$ cat config.mk
export PLATFORM = sky130hd
export DESIGN_NAME = genius_control
export DESIGN_NICKNAME = d
export VERILOG_FILES = /design/src/rtl/genius_control.sv
export SDC_FILE = /design/constraint.sdc
export NUM_CORES = 1
export LEC_CHECK = 0
export ABC_AREA = 1
export CAP_MARGIN = 20
export CORE_AREA = 2 2 39 41
export DETAILED_ROUTE_END_ITERATION = 7
export DIE_AREA = 0 0 41 43
export MAX_ROUTING_LAYER = met4
export PLACE_DENSITY = 0.65
export SLEW_MARGIN = 20
export SYNTH_ARGS = -nofsm -noshare
export SYNTH_HDL_FRONTEND = slang
export SYNTH_SLANG_ARGS = --single-unit
$ cat constraint.sdc
create_clock -name CLOCK_50 -period 1.18 [get_ports CLOCK_50]
set_input_delay 0.118 -clock CLOCK_50 [delete_from_list [all_inputs] [get_ports CLOCK_50]]
set_output_delay 0.118 -clock CLOCK_50 [all_outputs]
set_load 0.03 [all_outputs]
$ cat src/rtl/genius_control.sv
// rtl/genius_control.sv - Genius game control FSM with ENTER key edge detection; optional macro GENIUS_KEY_SYNC_EN adds a two-flop key synchronizer
module genius_control (
   input  logic       CLOCK_50,
   input  logic       reset,
   input  logic [3:0] KEY,
   input  logic       end_FPGA,
   input  logic       end_User,
   input  logic       end_time,
   input  logic       win,
   input  logic       match,
   output logic       R1,
   output logic       R2,
   output logic       E1,
   output logic       E2,
   output logic       E3,
   output logic       E4,
   output logic       SEL,
   output logic       win_o,
   output logic [2:0] state_o
);

   localparam logic [2:0] ST_INIT   = 3'd0;
   localparam logic [2:0] ST_SETUP  = 3'd1;
   localparam logic [2:0] ST_FPGA   = 3'd2;
   localparam logic [2:0] ST_USER   = 3'd3;
   localparam logic [2:0] ST_CHECK  = 3'd4;
   localparam logic [2:0] ST_NEXT   = 3'd5;
   localparam logic [2:0] ST_RESULT = 3'd6;

   logic [2:0] state_q, state_d;
   logic       win_q, win_d;
   logic       enter_pulse;

   // Only ENTER (KEY[0]) is used; the other keys are deliberately left dangling.
   logic       unused_keys;
   assign unused_keys = ^KEY[3:1];

   // key_valid_q blocks the edge detector until every history flop holds a
   // real post-reset sample, so a key held across reset release never pulses.
   logic       key_valid_q;

`ifdef GENIUS_KEY_SYNC_EN
   logic       key_s1_q, key_s2_q, key_prev_q;
   logic [1:0] fill_q;

   // Two-flop synchronizer followed by one history flop for falling-edge detection.
   always_ff @(posedge CLOCK_50 or negedge reset) begin
      if (!reset) begin
         key_s1_q    <= 1'b1;
         key_s2_q    <= 1'b1;
         key_prev_q  <= 1'b1;
         fill_q      <= 2'd0;
         key_valid_q <= 1'b0;
      end else begin
         key_s1_q    <= KEY[0];
         key_s2_q    <= key_s1_q;
         key_prev_q  <= key_s2_q;
         if (fill_q != 2'd2) begin
            fill_q <= fill_q + 2'd1;
         end
         key_valid_q <= (fill_q == 2'd2);
      end
   end

   assign enter_pulse = key_valid_q & key_prev_q & ~key_s2_q;
`else
   logic       key_q;

   // Single history flop sampling the raw key for falling-edge detection.
   always_ff @(posedge CLOCK_50 or negedge reset) begin
      if (!reset) begin
         key_q       <= 1'b1;
         key_valid_q <= 1'b0;
      end else begin
         key_q       <= KEY[0];
         key_valid_q <= 1'b1;
      end
   end

   assign enter_pulse = key_valid_q & key_q & ~KEY[0];
`endif

   // Next-state and win-flag logic; status inputs only matter in the state that consumes them.
   always_comb begin
      state_d = state_q;
      win_d   = win_q;
      case (state_q)
         ST_INIT: begin
            win_d   = 1'b0;
            state_d = ST_SETUP;
         end
         ST_SETUP: begin
            if (enter_pulse) state_d = ST_FPGA;
         end
         ST_FPGA: begin
            if (end_FPGA) state_d = ST_USER;
         end
         ST_USER: begin
            if (end_time)      state_d = ST_RESULT;
            else if (end_User) state_d = ST_CHECK;
         end
         ST_CHECK: begin
            if (!match) begin
               state_d = ST_RESULT;
            end else if (win) begin
               state_d = ST_RESULT;
               win_d   = 1'b1;
            end else begin
               state_d = ST_NEXT;
            end
         end
         ST_NEXT: begin
            state_d = ST_FPGA;
         end
         ST_RESULT: begin
            if (enter_pulse) state_d = ST_INIT;
         end
         default: begin
            state_d = ST_INIT;
         end
      endcase
   end

   // State and win-flag registers.
   always_ff @(posedge CLOCK_50 or negedge reset) begin
      if (!reset) begin
         state_q <= ST_INIT;
         win_q   <= 1'b0;
      end else begin
         state_q <= state_d;
         win_q   <= win_d;
      end
   end

   // Moore control decode from the state register alone.
   always_comb begin
      R1  = 1'b0;
      R2  = 1'b0;
      E1  = 1'b0;
      E2  = 1'b0;
      E3  = 1'b0;
      E4  = 1'b0;
      SEL = 1'b0;
      case (state_q)
         ST_INIT: begin
            R1 = 1'b1;
            R2 = 1'b1;
         end
         ST_SETUP:  E1  = 1'b1;
         ST_FPGA:   E3  = 1'b1;
         ST_USER:   E2  = 1'b1;
         ST_NEXT: begin
            E4 = 1'b1;
            R2 = 1'b1;
         end
         ST_RESULT: SEL = 1'b1;
         default: ;
      endcase
   end

   assign win_o   = win_q;
   assign state_o = state_q;

endmodule

==> impl_metrics.yaml <==
clock_tree:
  cts-hold-fix-buffers: 0
  number_of_cts_inserted_buffers: 3
  clk-insertion-delay-late_ns: 0.25
  clock_sinks: 6
  clk_root_buffer_cell: "clkbuf_4"
  tritoncts: "yes"
  clkTransAtPathRegs_ns: 0.05
  max-clock-path-buffers: 2
  cts-htree-levels: 1
layout:
  mostFrequentLayoutCells: "16 x buf_4, 11 x nand2_1, 8 x buf_6"
  final_area_um2: 762.0
  mostFrequentLayoutCell: "buf_4"
  area_growth_from_synthesis_to_layout_pct: 96.45
  layout.cells.non_filler: 105
  antennaDiodeCount: 0
  nets: 101
  post_route_cells_drive_above_1_share_pct: 52.81
  num-fill-cells: 134
worst_setup_path:
  ff2ff_setup_slack_ns: -0.08
  timing.critical_path.fanout_max: 5
  cp.arrival_ns: 1.23
  setup.worst_path.class: "reg2out"
  worst-r2r-cell-count: 8
  critical_path_required_ns: 1.06
  critical_path.startpoint_type: "flip-flop"
  r2r-start: "state_o[1]"
  end_kind: "output pin"
  crit-reg2reg-capture: "state_o[1]"
power:
  p_per_area_mw_per_mm2: 3009
  total_leakage_power_nw: 0.3881
  peakVddDrop_mv: 1.336
  post-layout-total-power_mw: 2.293
synth:
  synthesis.instances: 55
  post_synthesis_average_cell_area_um2: 7.052
  synth_warnings: 0
  synth_area_um2: 387.9
  seq_area_frac_synth_pct: 39.03
  yosys_register_bits: 6
  synthDominantCellAreaShare_pct: 32.26
  yosys.area.top_type: "dfrtp_1"
  synth_fp_nets: 66
  netlist-cell-type-count: 18
  ys_top_cells_by_area: "dfrtp_1 32%, nand2_1 12%, nand3_1 10%"
worst_hold_path:
  hold_path.class: "in2async"
die:
  floorplan.initialDensity_pct: 28.03
  core_area_mm2: 0.001384
  fp.dieW_um: 41
  die_area_mm2: 0.001763
  num_rows: 14
  fp.dieH_um: 43
  ioPinCount: 22
sta:
  setup-violations-final: 11
  fmax_ghz: 0.7394
  worst_clock_skew_ns: 0.006199
  post-route-min-period_ns: 1.353
  setup_ws_ns: -0.1725
  finalCritPeriodShare_pct: 114.6
  rsz_0062_raised_after_global_routing: "yes"
  finalHoldViolCount: 0
  final-max-slew-violation-count: 0
route:
  routed_wirelength_um: 1057
  remaining_drc_errors: 0
  first_iter_violations: 8
  vias_per_instance: 4.410
  antenna_violating_nets_post_route: 0
  dr.pass1.iters: 4
  avgRoutedWirePerCell_um: 10.07
  detailroute.via_count: 463
placement:
  dp_hpwl_um: 748.8
  buffer_ports.inserted: 18
  placed_area_um2: 620.6
  placement.setup.worst_slack_ns: -0.002290
  post-place-cells: 93
  globalplace.congestion: 0.7836
run:
  number_of_max_cap_violations: 0
run_status:
  violations: "setup timing"
  outcome: "complete, but fails checks"
global_route:
  track_usage_pct: 13.78
  antenna_violations_before_repair: 0
  globalRouteOverflowTotal: 0
  first_global_vias: 391
  grt_pass1_wl_um: 1531
  grt_max_degree: 9
==> critical path, cell delays in order (launching register included) <==
cell and delay, ns:
dfrtp_2 0.42, inv_2 0.07, nand2_2 0.10, nor2_4 0.04, or2_4 0.22, buf_6 0.13
==> worst max-delay path by stage <==
stage	from	end	slack (ns)	cells past startpoint
floorplan	state_o[0]	R2	-0.15	5
global route	state_o[0]	R2	-0.23	5
detailed placement	state_o[0]	state_o[1]	-0.002	7
global placement	state_o[0]	state_o[0]	0.008	7
CTS	state_o[0]	R2	-0.18	5
finish	state_o[1]	R2	-0.17	5
==> area by class of cell <==
class                           instances  area (µm²)  share of cell area (%)
Clock buffer                            4       26.28                   3.448
Inverter                                9       33.78                   4.433
Multi-Input combinational cell         38       239.0                   31.36
Sequential cell                         6       153.9                   20.20
Tap cell                               16       20.02                   2.627
Timing Repair Buffer                   32       289.0                   37.93
==> timing repair <==
item                       in CTS  in global routing
gates resized for setup         9                  9
buffers inserted                3                  5
pin swaps                       1                  3
setup endpoints to repair       9                 11
==> through the flow <==
step	utilization, %	hold WS [ns]	TNS (ns)
2_1_floorplan	-	-0.1776	-0.6753
3_3_place_gp	44.85	0.3682	0
3_5_place_dp	44.85	0.3699	-0.002290
4_1_cts	49.91	0.09819	-0.7006
5_1_grt	55.06	0.1085	-1.695
6_report	55.06	0.09976	-0.9665
==> layer usage <==
layer  global-route usage [%]  vias up  part of all wire (%)
met1                    16.45      208                    43
li1                         -      239                     -
met3                    4.712        2                   5.4
met2                    19.38       14                    51
met4                    8.000        0                  0.85
met5                        -        -                     0
==> cell families after synthesis <==
family	count (synthesis)	share of synthesized area [%]
compound gates	4	6.453
buf+inv	11	14.52
flops	6	39.03
other cells	1	0.9668
simple gates	33	39.03
==> cell usage after synthesis, drive strengths merged <==
cell / count
o22ai: 1
o21ai: 1
or2: 1
conb: 1
nand3b: 1
o21bai: 1
buf: 2
nor2: 8
dfstp: 1
dfrtp: 5
nand3: 8
inv: 9
a31oi: 1
nand2: 14
nor3: 1
==> power by group <==
| part | internal, mW | switching, mW | leakage [nW] |
|---|---|---|---|
| combinational | 0.796 | 0.918 | 0.303 |
| sequential | 0.279 | 0.0918 | 0.0705 |
| clock | 0.128 | 0.0795 | 0.0150 |
==> flip-flops by register name, indices dropped and copies added (netlist names) <==
name / count
key_valid_q: 1
win_o: 1
key_q: 1
state_o: 3
Power figures use the tool's default switching activity.
